[src/rtl/score_digits_bitmap.sv]
// Multi-digit score renderer for the VGA object chain.
// A binary score is saturated, converted to BCD by a sequential double-dabble
// engine, committed atomically to the display digits and drawn as scaled 8x16
// glyphs through a 2-stage pixel pipeline.
// Ports:
//   clk, reset                  clock, synchronous active-high reset
//   score, score_load           binary score and 1-cycle conversion strobe
//   offsetX, offsetY            pixel offset from the object's top-left corner
//   InsideRectangle             pixel lies within the object bracket
//   busy, done, overflow        converter status (done is a 1-cycle commit pulse)
//   drawingRequest, RGBout      pixel output pair for the object mux
module score_digits_bitmap #(
  parameter int unsigned NUM_DIGITS           = 4,
  parameter int unsigned SCORE_WIDTH          = 14,
  parameter int unsigned SCALE_SHIFT          = 1,
  parameter int unsigned BLANK_LEADING        = 1,
  parameter logic [7:0]  TEXT_COLOR           = 8'hFF,
  parameter logic [7:0]  TRANSPARENT_ENCODING = 8'h00
) (
  input  logic                   clk,
  input  logic                   reset,
  input  logic [SCORE_WIDTH-1:0] score,
  input  logic                   score_load,
  input  logic [10:0]            offsetX,
  input  logic [10:0]            offsetY,
  input  logic                   InsideRectangle,
  output logic                   busy,
  output logic                   done,
  output logic                   overflow,
  output logic                   drawingRequest,
  output logic [7:0]             RGBout
);

  function automatic int unsigned pow10(input int unsigned n);
    int unsigned p;
    p = 1;
    for (int unsigned k = 0; k < n; k++) p = p * 10;
    return p;
  endfunction

  localparam int unsigned BCD_W    = 4 * NUM_DIGITS;
  localparam int unsigned CNT_W    = $clog2(SCORE_WIDTH + 1);
  localparam int unsigned MAXV     = pow10(NUM_DIGITS) - 1;
  localparam int unsigned MAXV_W   = $clog2(MAXV + 1);
  localparam int unsigned CMP_W    = (SCORE_WIDTH > MAXV_W) ? SCORE_WIDTH : MAXV_W;
  localparam int unsigned CELL_H   = 16 << SCALE_SHIFT;
  localparam int unsigned DI_SHIFT = 3 + SCALE_SHIFT;

  typedef enum logic [1:0] {S_IDLE, S_SHIFT, S_COMMIT} state_e;

  state_e                 state_q, state_d;
  logic [SCORE_WIDTH-1:0] bin_q, bin_d;
  logic [BCD_W-1:0]       shadow_q, shadow_d;
  logic [BCD_W-1:0]       disp_q, disp_d;
  logic [CNT_W-1:0]       cnt_q, cnt_d;
  logic                   ovf_next_q, ovf_next_d;
  logic                   overflow_q, overflow_d;
  logic                   pending_q, pending_d;
  logic                   busy_q, busy_d;
  logic                   done_q, done_d;

  // Converter state register
  always_ff @(posedge clk) begin
    if (reset) state_q <= S_IDLE;
    else       state_q <= state_d;
  end

  // Converter next-state; a strobe landing in COMMIT restarts immediately
  always_comb begin
    state_d = state_q;
    case (state_q)
      S_IDLE:   if (score_load) state_d = S_SHIFT;
      S_SHIFT:  if (cnt_q == CNT_W'(1)) state_d = S_COMMIT;
      S_COMMIT: state_d = (pending_q || score_load) ? S_SHIFT : S_IDLE;
      default:  state_d = S_IDLE;
    endcase
  end

  // Converter status outputs, registered from the next state
  always_comb begin
    busy_d = (state_d != S_IDLE);
    done_d = (state_d == S_COMMIT);
  end

  logic                   start_c;
  logic                   ovf_c;
  logic [SCORE_WIDTH-1:0] sat_c;
  logic [BCD_W-1:0]       adj_c;

  // Double-dabble datapath, saturation and pending-load bookkeeping
  always_comb begin
    bin_d      = bin_q;
    shadow_d   = shadow_q;
    disp_d     = disp_q;
    cnt_d      = cnt_q;
    ovf_next_d = ovf_next_q;
    overflow_d = overflow_q;
    pending_d  = pending_q;

    ovf_c   = CMP_W'(score) > CMP_W'(MAXV);
    sat_c   = ovf_c ? SCORE_WIDTH'(MAXV) : score;
    start_c = (state_q == S_IDLE   && score_load) ||
              (state_q == S_COMMIT && (pending_q || score_load));

    for (int unsigned i = 0; i < NUM_DIGITS; i++) begin
      adj_c[4*i +: 4] = (shadow_q[4*i +: 4] >= 4'd5) ? shadow_q[4*i +: 4] + 4'd3
                                                      : shadow_q[4*i +: 4];
    end

    if (start_c) begin
      bin_d      = sat_c;
      shadow_d   = '0;
      cnt_d      = CNT_W'(SCORE_WIDTH);
      ovf_next_d = ovf_c;
    end else if (state_q == S_SHIFT) begin
      shadow_d = {adj_c[BCD_W-2:0], bin_q[SCORE_WIDTH-1]};
      bin_d    = {bin_q[SCORE_WIDTH-2:0], 1'b0};
      cnt_d    = cnt_q - CNT_W'(1);
    end

    if (state_q == S_COMMIT) begin
      disp_d     = shadow_q;
      overflow_d = ovf_next_q;
    end

    case (state_q)
      S_SHIFT: pending_d = pending_q || score_load;
      default: pending_d = 1'b0;
    endcase
  end

  // Converter registers
  always_ff @(posedge clk) begin
    if (reset) begin
      bin_q      <= '0;
      shadow_q   <= '0;
      disp_q     <= '0;
      cnt_q      <= '0;
      ovf_next_q <= 1'b0;
      overflow_q <= 1'b0;
      pending_q  <= 1'b0;
      busy_q     <= 1'b0;
      done_q     <= 1'b0;
    end else begin
      bin_q      <= bin_d;
      shadow_q   <= shadow_d;
      disp_q     <= disp_d;
      cnt_q      <= cnt_d;
      ovf_next_q <= ovf_next_d;
      overflow_q <= overflow_d;
      pending_q  <= pending_d;
      busy_q     <= busy_d;
      done_q     <= done_d;
    end
  end

  // Glyph bitmaps: row 0 in the top byte, column 0 in each byte's MSB
  function automatic logic [127:0] glyph(input logic [3:0] d);
    case (d)
      4'd0:    return 128'h00003C66666666666666663C00000000;
      4'd1:    return 128'h00001838781818181818187E00000000;
      4'd2:    return 128'h00003C6606060C183060667E00000000;
      4'd3:    return 128'h00003C6606061C060606663C00000000;
      4'd4:    return 128'h00000C1C3C6CCCFE0C0C0C1E00000000;
      4'd5:    return 128'h00007E6060607C060606663C00000000;
      4'd6:    return 128'h00001C3060607C666666663C00000000;
      4'd7:    return 128'h00007E6606060C183030303000000000;
      4'd8:    return 128'h00003C6666663C666666663C00000000;
      4'd9:    return 128'h00003C6666663E0606060C3800000000;
      default: return 128'h0;
    endcase
  endfunction

  logic [10:0] di_c;
  logic [2:0]  gc_c;
  logic [3:0]  gr_c;
  logic        valid_c;
  logic [3:0]  dig_c;
  logic        lead_zero_c;
  logic        valid_q;
  logic [3:0]  dig_q;
  logic [2:0]  gc_q;
  logic [3:0]  gr_q;

  // Pixel stage 1: cell decode and digit select with leading-zero blanking
  always_comb begin
    di_c        = offsetX >> DI_SHIFT;
    gc_c        = 3'(offsetX >> SCALE_SHIFT);
    gr_c        = 4'(offsetY >> SCALE_SHIFT);
    valid_c     = InsideRectangle && (di_c < 11'(NUM_DIGITS)) && (offsetY < 11'(CELL_H));
    dig_c       = 4'd0;
    lead_zero_c = 1'b1;
    for (int unsigned i = 0; i < NUM_DIGITS; i++) begin
      lead_zero_c = lead_zero_c && (disp_q[4*(NUM_DIGITS-1-i) +: 4] == 4'd0);
      if (di_c == 11'(i)) begin
        dig_c = disp_q[4*(NUM_DIGITS-1-i) +: 4];
        if (BLANK_LEADING != 0 && lead_zero_c && i != NUM_DIGITS - 1) dig_c = 4'hF;
      end
    end
  end

  logic [127:0] glyph_c;
  logic [6:0]   bit_idx_c;
  logic [7:0]   rgb_d, rgb_q;
  logic         draw_d, draw_q;

  // Pixel stage 2: font lookup and colour
  always_comb begin
    glyph_c   = glyph(dig_q);
    bit_idx_c = ~{gr_q, gc_q};
    rgb_d     = (valid_q && glyph_c[bit_idx_c]) ? TEXT_COLOR : TRANSPARENT_ENCODING;
    draw_d    = (rgb_d != TRANSPARENT_ENCODING);
  end

  // Pixel pipeline registers
  always_ff @(posedge clk) begin
    if (reset) begin
      valid_q <= 1'b0;
      dig_q   <= 4'd0;
      gc_q    <= 3'd0;
      gr_q    <= 4'd0;
      rgb_q   <= TRANSPARENT_ENCODING;
      draw_q  <= 1'b0;
    end else begin
      valid_q <= valid_c;
      dig_q   <= dig_c;
      gc_q    <= gc_c;
      gr_q    <= gr_c;
      rgb_q   <= rgb_d;
      draw_q  <= draw_d;
    end
  end

  assign busy           = busy_q;
  assign done           = done_q;
  assign overflow       = overflow_q;
  assign RGBout         = rgb_q;
  assign drawingRequest = draw_q;

endmodule
[config.mk]
export PLATFORM = sky130hd
export DESIGN_NAME = score_digits_bitmap
export DESIGN_NICKNAME = d
export VERILOG_FILES = /design/src/rtl/score_digits_bitmap.sv
export SDC_FILE = /design/constraint.sdc
export NUM_CORES = 1
export LEC_CHECK = 0
export CELL_PAD_IN_SITES_DETAIL_PLACEMENT = 1
export CELL_PAD_IN_SITES_GLOBAL_PLACEMENT = 2
export CORE_MARGIN = 10
export CORE_UTILIZATION = 34
export CTS_CLUSTER_SIZE = 40
export DETAILED_ROUTE_END_ITERATION = 7
export HOLD_SLACK_MARGIN = 0.02
export PLACE_DENSITY_LB_ADDON = 0.15
export SLEW_MARGIN = 20
export SYNTH_ARGS = -nofsm -noshare
export SYNTH_HDL_FRONTEND = slang
export SYNTH_SLANG_ARGS = --single-unit
[constraint.sdc]
create_clock -name clk -period 3.1 [get_ports clk]
set_clock_uncertainty 0.15 [all_clocks]
set_input_delay 0.31 -clock clk [delete_from_list [all_inputs] [get_ports clk]]
set_output_delay 0.31 -clock clk [all_outputs]
set_load 0.03 [all_outputs]
-- Word level (Yosys, flattened, before mapping)
Memory sizes are Yosys's and may differ from the RTL's. A register that Yosys moved wholly into a read port is not among the register bits.
Index checks and enable logic that the tools add are counted.
- $lt $le $gt $ge: 8
- reductions and logical operators: 19
- muxes and demuxes: 24
- add/sub/neg operators: 5
- equal/unequal tests: 7
- bitwise logic cells: 2
- operator list (kind ; count):
    2-to-1 mux 4 bit ; 13
    2-to-1 mux 14 bit ; 3
    greater-or-equal comparator 4 x 3 -> 1 bit, second input constant ; 4
    == test 7 x 2 -> 1 bit, second input constant ; 2
    > comparator 14 bit, second input constant ; 1
    adder 4 x 2 -> 4 bit, second input constant ; 3
    logical NOT 4 bit ; 3
    logical NOT 11 bit ; 1
    < comparator 11 x 6 -> 1 bit, second input constant ; 1
    < comparator 7 x 8 -> 1 bit, second input constant ; 1
    2-to-1 mux 8 bit ; 1
    nonzero test 8 bit ; 1
    binary-select mux 1 bit (select 7 bit) ; 1
    == test 7 x 1 -> 1 bit, second input constant ; 1
    logical AND 1 bit ; 7
    < comparator 7 x 3 -> 1 bit, second input constant ; 1
    inverter 7 bit ; 1
    one-hot mux 2 bit (3 select lines) ; 1
    == test 2 bit, second input constant ; 2
    == test 4 x 1 -> 1 bit, second input constant ; 1
    2-to-1 mux 2 bit ; 2
    nonzero test 2 bit ; 2
    OR reduction 2 bit ; 2
    subtractor 4 x 1 -> 4 bit, second input constant ; 1
    other kinds (7) ; 9
- memories kept: 1
- input port bits: 40
- flip-flop bits (word level): 74
- word-level logic and storage cells: 82
- memory bits (read-only): 992
- output and inout port bits: 12
- memory list (name ; depth ; bits a word ; rd ports ; clocked after Yosys merged registers in ; write ports ; RTL line ; RTL):
    (no name shown) ; 16 ; 62 ; 1 ; 1 ; 0 ; 159 ; case (d)

-- Logic depth before layout (Yosys ltp)
Gate-level depths: netlist (run 1).
- word-level depth: 7
- gate-level depth with buffers: 11
- depth with buffers taken out: 10

-- Worst setup path before layout (run 1)
No wires, ideal clock.
- path type: in2reg
- start point: input port offsetX[8]
- end point: register, netlist name glyph_c[66]
- stages on the path: 11
- data required time: 2.826 ns
- setup time: 0.124 ns
- path slack: 0.594 ns
- path buffers: 1
- data arrival time: 2.232 ns
- path through: or4_4 > nor3_4 > o21ai_0 > a211o_1 > buf_6 > inv_1 > ha_1 > inv_1 > a21oi_1 > a21oi_1 > o21ai_0
- longest elaborated chain between the ends: 6
- elaborated cells on any way between the ends: 9
- classes of those cells: 3 x eq/ne; 5 x mux; 1 x reduce/logical
- ends and longest elaborated chain (what ; RTL line ; RTL):
    start: declaration ; 24 ; input logic [10:0] offsetX,
    logical NOT 11 bit ; 195 ; if (di_c == 11'(i)) begin
    2-to-1 mux 4 bit (3 in a row) ; 195 ;
    2-to-1 mux 4 bit (*) ; 195 ;
    2-to-1 mux 4 bit (no source line) (*) ; n/a ;
Mark *: on every way between the ends. The rest lies on a longest branch, timed or not.
A chain may end at the register's enable or synchronous reset.

-- Worst setup path in the final report (run 1)
- start point: register gc_q[1]
- end point: register rgb_q[6], in the netlist RGBout[6]
- longest elaborated chain between the ends: 5
- ends and longest elaborated chain (what ; RTL line ; RTL):
    start: declaration ; 182 ; logic [2:0] gc_q;
    start signal: assignment ; 227 ; gc_q <= gc_c;
    inverter 7 bit ; 210 ; bit_idx_c = ~{gr_q, gc_q};
    binary-select mux 1 bit (select 7 bit) ; 211 ; rgb_d = (valid_q && glyph_c[bit_idx_c]) ? TEXT_COLOR : TRANSPARENT_ENCODING;
    2-to-1 mux 1 bit (not written as such) ; 211 ;
    logical AND 1 bit ; 211 ;
    2-to-1 mux 8 bit ; 211 ;
    end signal: assignment ; 229 ; rgb_q <= rgb_d;
    end: declaration ; 204 ; logic [7:0] rgb_d, rgb_q;
No other way between the ends. The select of a mux whose other input is x is not followed.

==> metrics.md, run 1 <==
| Metric | Value |
|---|---|
| Post-route DRC | `0` |
| Top_reg_cell synth | `dfxtp_1` |
| Wirelength, routed | `12.7 mm` |
| Vias after detailed routing | `4049` |
| Data arrival, critical path | `2.75 ns` |
| Layout Nets | `667` |
| CTS root buffer | `clkbuf_16` |
| Gr usage total | `0.133` |
| Area growth from synthesis to layout | `18.8%` |
| Critical Path End Type | `flop` |
| First-pass GRT wire length | `21.5 mm` |
| Fill cell count | `1660` |
| DRT Pass-1 Iters | `4` |
| Final min period | `2.68 ns` |
| Fmax achieved | `374 MHz` |
| Synth area leader | `dfxtp_1` |
| Ys Warns | `0` |
| Slew at the pin with the worst max-slew slack | `0.736 ns` |
| Initial antenna violation count | `0` |
| Yosys reg bits | `102` |
| Hold-fix buffers, CTS | `0` |
| Post-CTS Setup Inserts | `0` |
| Num CTS Buffers | `9` |
| Final GP Congestion | `0.780` |
| CTS tree | `built` |
| Ports | `52` |
| Initial Util | `0.348` |
| # clock sinks | `102` |
| Final setup fails | `0` |
| DR iter-0 viols | `148` |
| Top cells by area, synth | `dfxtp_1, nand2_1, a21oi_1` |
| Site Rows | `43` |
| Avg WL per Cell | `16.0 um` |
| Clk_lat worst skew | `0.36 ns` |
| Setup TNS | `0 ns` |
| Placed insts | `779` |
| Instance count of the mapped netlist | `574` |
| Post-synth EDFFs | `0` |
| Die Y | `140 um` |
| N_diodes | `0` |
| RSZ-0062 raised after global routing | `no` |
| Vias in the first global route | `4198` |
| Crit start category | `flop` |
| FFs w/ async S/R, synth | `0` |
| H-tree Lvls | `3` |
| Critical Path RT | `3.17 ns` |
| Hold Vio Cnt, Final | `0` |
| Die ar. | `19500 sq um` |
| Core area | `14000 sq um` |
| Vias per cell | `5.09` |
| Max Cap Viol | `0` |
| Hold crit path type | `in -> reg` |
| Synth cell count leaders | `dfxtp_1, nand2_1, a21oi_1` |
| Bufs on Longest Clock Path | `2` |
| Crit Path Max Fanout | `11` |
| GR Overflow Total | `0` |
| Power density over cell area | `486 nW/um^2` |
| Slew margin rel. | `0.509` |
| Total chip power | `2.82 mW` |
| Most frequent cell after synthesis | `dfxtp_1` |
| Period utilization | `0.863` |
| Die Wd | `140 um` |
| CTS clock-pin slew for the worst setup and hold paths | `0.07 ns` |
| Design Area, Final | `5790 sq um` |
| Max-slew violations | `0` |
| Non-filler cells, final | `795` |
| Sequential area share after synthesis | `0.419` |
| Yosys cell types | `62` |
| Largest net degree at the start of global routing | `45` |
| Synth Cell Area | `4870 sq um` |
| Post_cts resized | `0` |
| Share of layout cells above drive strength 1 | `0.109` |
| Dpl hpwl | `9.69 mm` |
| I/O Buffers | `49` |
| Syn nets | `631` |
| Max IR drop VDD | `0.285 mV` |
| Post-synth top area share | `0.419` |
| Critical path class | `reg -> reg` |
| DRT antenna net count | `0` |
| Post-DP Area | `5490 sq um` |
| Post-synthesis average cell area | `8.49 sq um` |
| Status | `finished, final reports clean` |
| Leak Pwr | `2.13 nW` |
-- final cells by class --
class / instances / area (sq um) / area share
repair buffers: 67 / 621 / 0.107
inverters: 21 / 78.8 / 0.0136
flip-flops and latches: 102 / 2040 / 0.353
clock buffers: 12 / 246 / 0.0426
well taps: 180 / 225 / 0.0389
clock inverters: 4 / 55.1 / 0.00951
multi-input cells: 409 / 2520 / 0.436
-- where the power goes --
| group | switching (mW) | internal, mW |
|---|---|---|
| registers | 0.0334 | 1.35 |
| clock network | 0.500 | 0.653 |
| logic | 0.146 | 0.132 |
-- flip-flops by register name, indices dropped and copies added (netlist names) --
signal      flops
bin_q          14
RGBout          1
glyph_c        36
gc_q            3
pending_q       1
ovf_next_q      1
gr_q            4
valid_q         1
shadow_q       16
disp_q         16
state_q         2
busy            1
cnt_q           4
overflow        1
done            1
-- cells by family after synthesis --
family                     after synthesis  share of synthesized area
buffers and inverters                   63                     0.0639
and+or+nand+nor                        199                      0.197
AOI/OAI and AO/OA                      158                      0.199
muxes                                   24                     0.0580
adders and majority gates               17                     0.0436
DFF                                    102                      0.419
xor gates and xnor gates                11                     0.0198
-- worst paths after layout --
| path | start | end | slack, ns | depth (start not counted) |
|---|---|---|---|---|
| worst max-delay path | gc_q[1] | RGBout[6] | 0.42 | 7 |
| worst max register to register | gc_q[1] | RGBout[6] | 0.42 | 7 |
| worst min-delay path | reset | disp_q[15] | 0.10 | 2 |
| worst min register to register | ovf_next_q | overflow | 0.30 | 2 |
-- metal layers --
layer,vias to the layer above,share of wire,GRT usage
met4,0,0.022,0.0473
met1,1951,0.45,0.152
met5,-,0,0
met3,16,0.024,0.0350
met2,30,0.51,0.234
li1,2052,-,-
-- cell usage in the layout, fill, tap and decap left out, types with 4 or more instances in the layout --
master	n
nand2_1	95
dfxtp_1	102
a311oi_1	5
nand2b_1	12
clkdlybuf4s50_1	48
o22ai_1	4
nor2_1	30
a211o_1	5
clkbuf_16	9
xnor2_1	7
a22oi_1	6
a31oi_1	4
ha_1	17
xor2_1	4
inv_1	21
a211oi_1	4
buf_4	18
nor3_1	19
a21oi_1	70
nor2b_1	12
mux2i_1	11
nand3_1	9
o21ai_0	35
mux2_2	10
-- per-stage QoR --
stage / util / setup slack, ns / hold slack [ns]
floorplan: - / 0.594 / 0.282
global placement: 0.392 / 0.184 / 0.290
detailed placement: 0.392 / 0.0704 / 0.301
CTS: 0.414 / 0.432 / 0.0844
global route: 0.414 / 0.191 / 0.0824
finish: 0.414 / 0.424 / 0.100
-- critical path: stages, from the launching register on --
cell and delay (ns):
dfxtp_1 0.67, buf_4 0.30, mux2_2 0.35, a221oi_1 0.31, a211o_1 0.17, a21oi_1 0.08, a311oi_1 0.40, nor4bb_1 0.10
(Power assumes the default switching activity.)
==> run 2, diff against run 1 <==
--- a/config.mk
+++ b/config.mk
@@ -13,7 +13,7 @@
 export DETAILED_ROUTE_END_ITERATION = 7
 export HOLD_SLACK_MARGIN = 0.02
 export PLACE_DENSITY_LB_ADDON = 0.15
-export SLEW_MARGIN = 20
+export SLEW_MARGIN = 25
 export SYNTH_ARGS = -nofsm -noshare
 export SYNTH_HDL_FRONTEND = slang
 export SYNTH_SLANG_ARGS = --single-unit
==> results of run 2 <==
Final layout, timing and power as in run 1 (identical DEF).
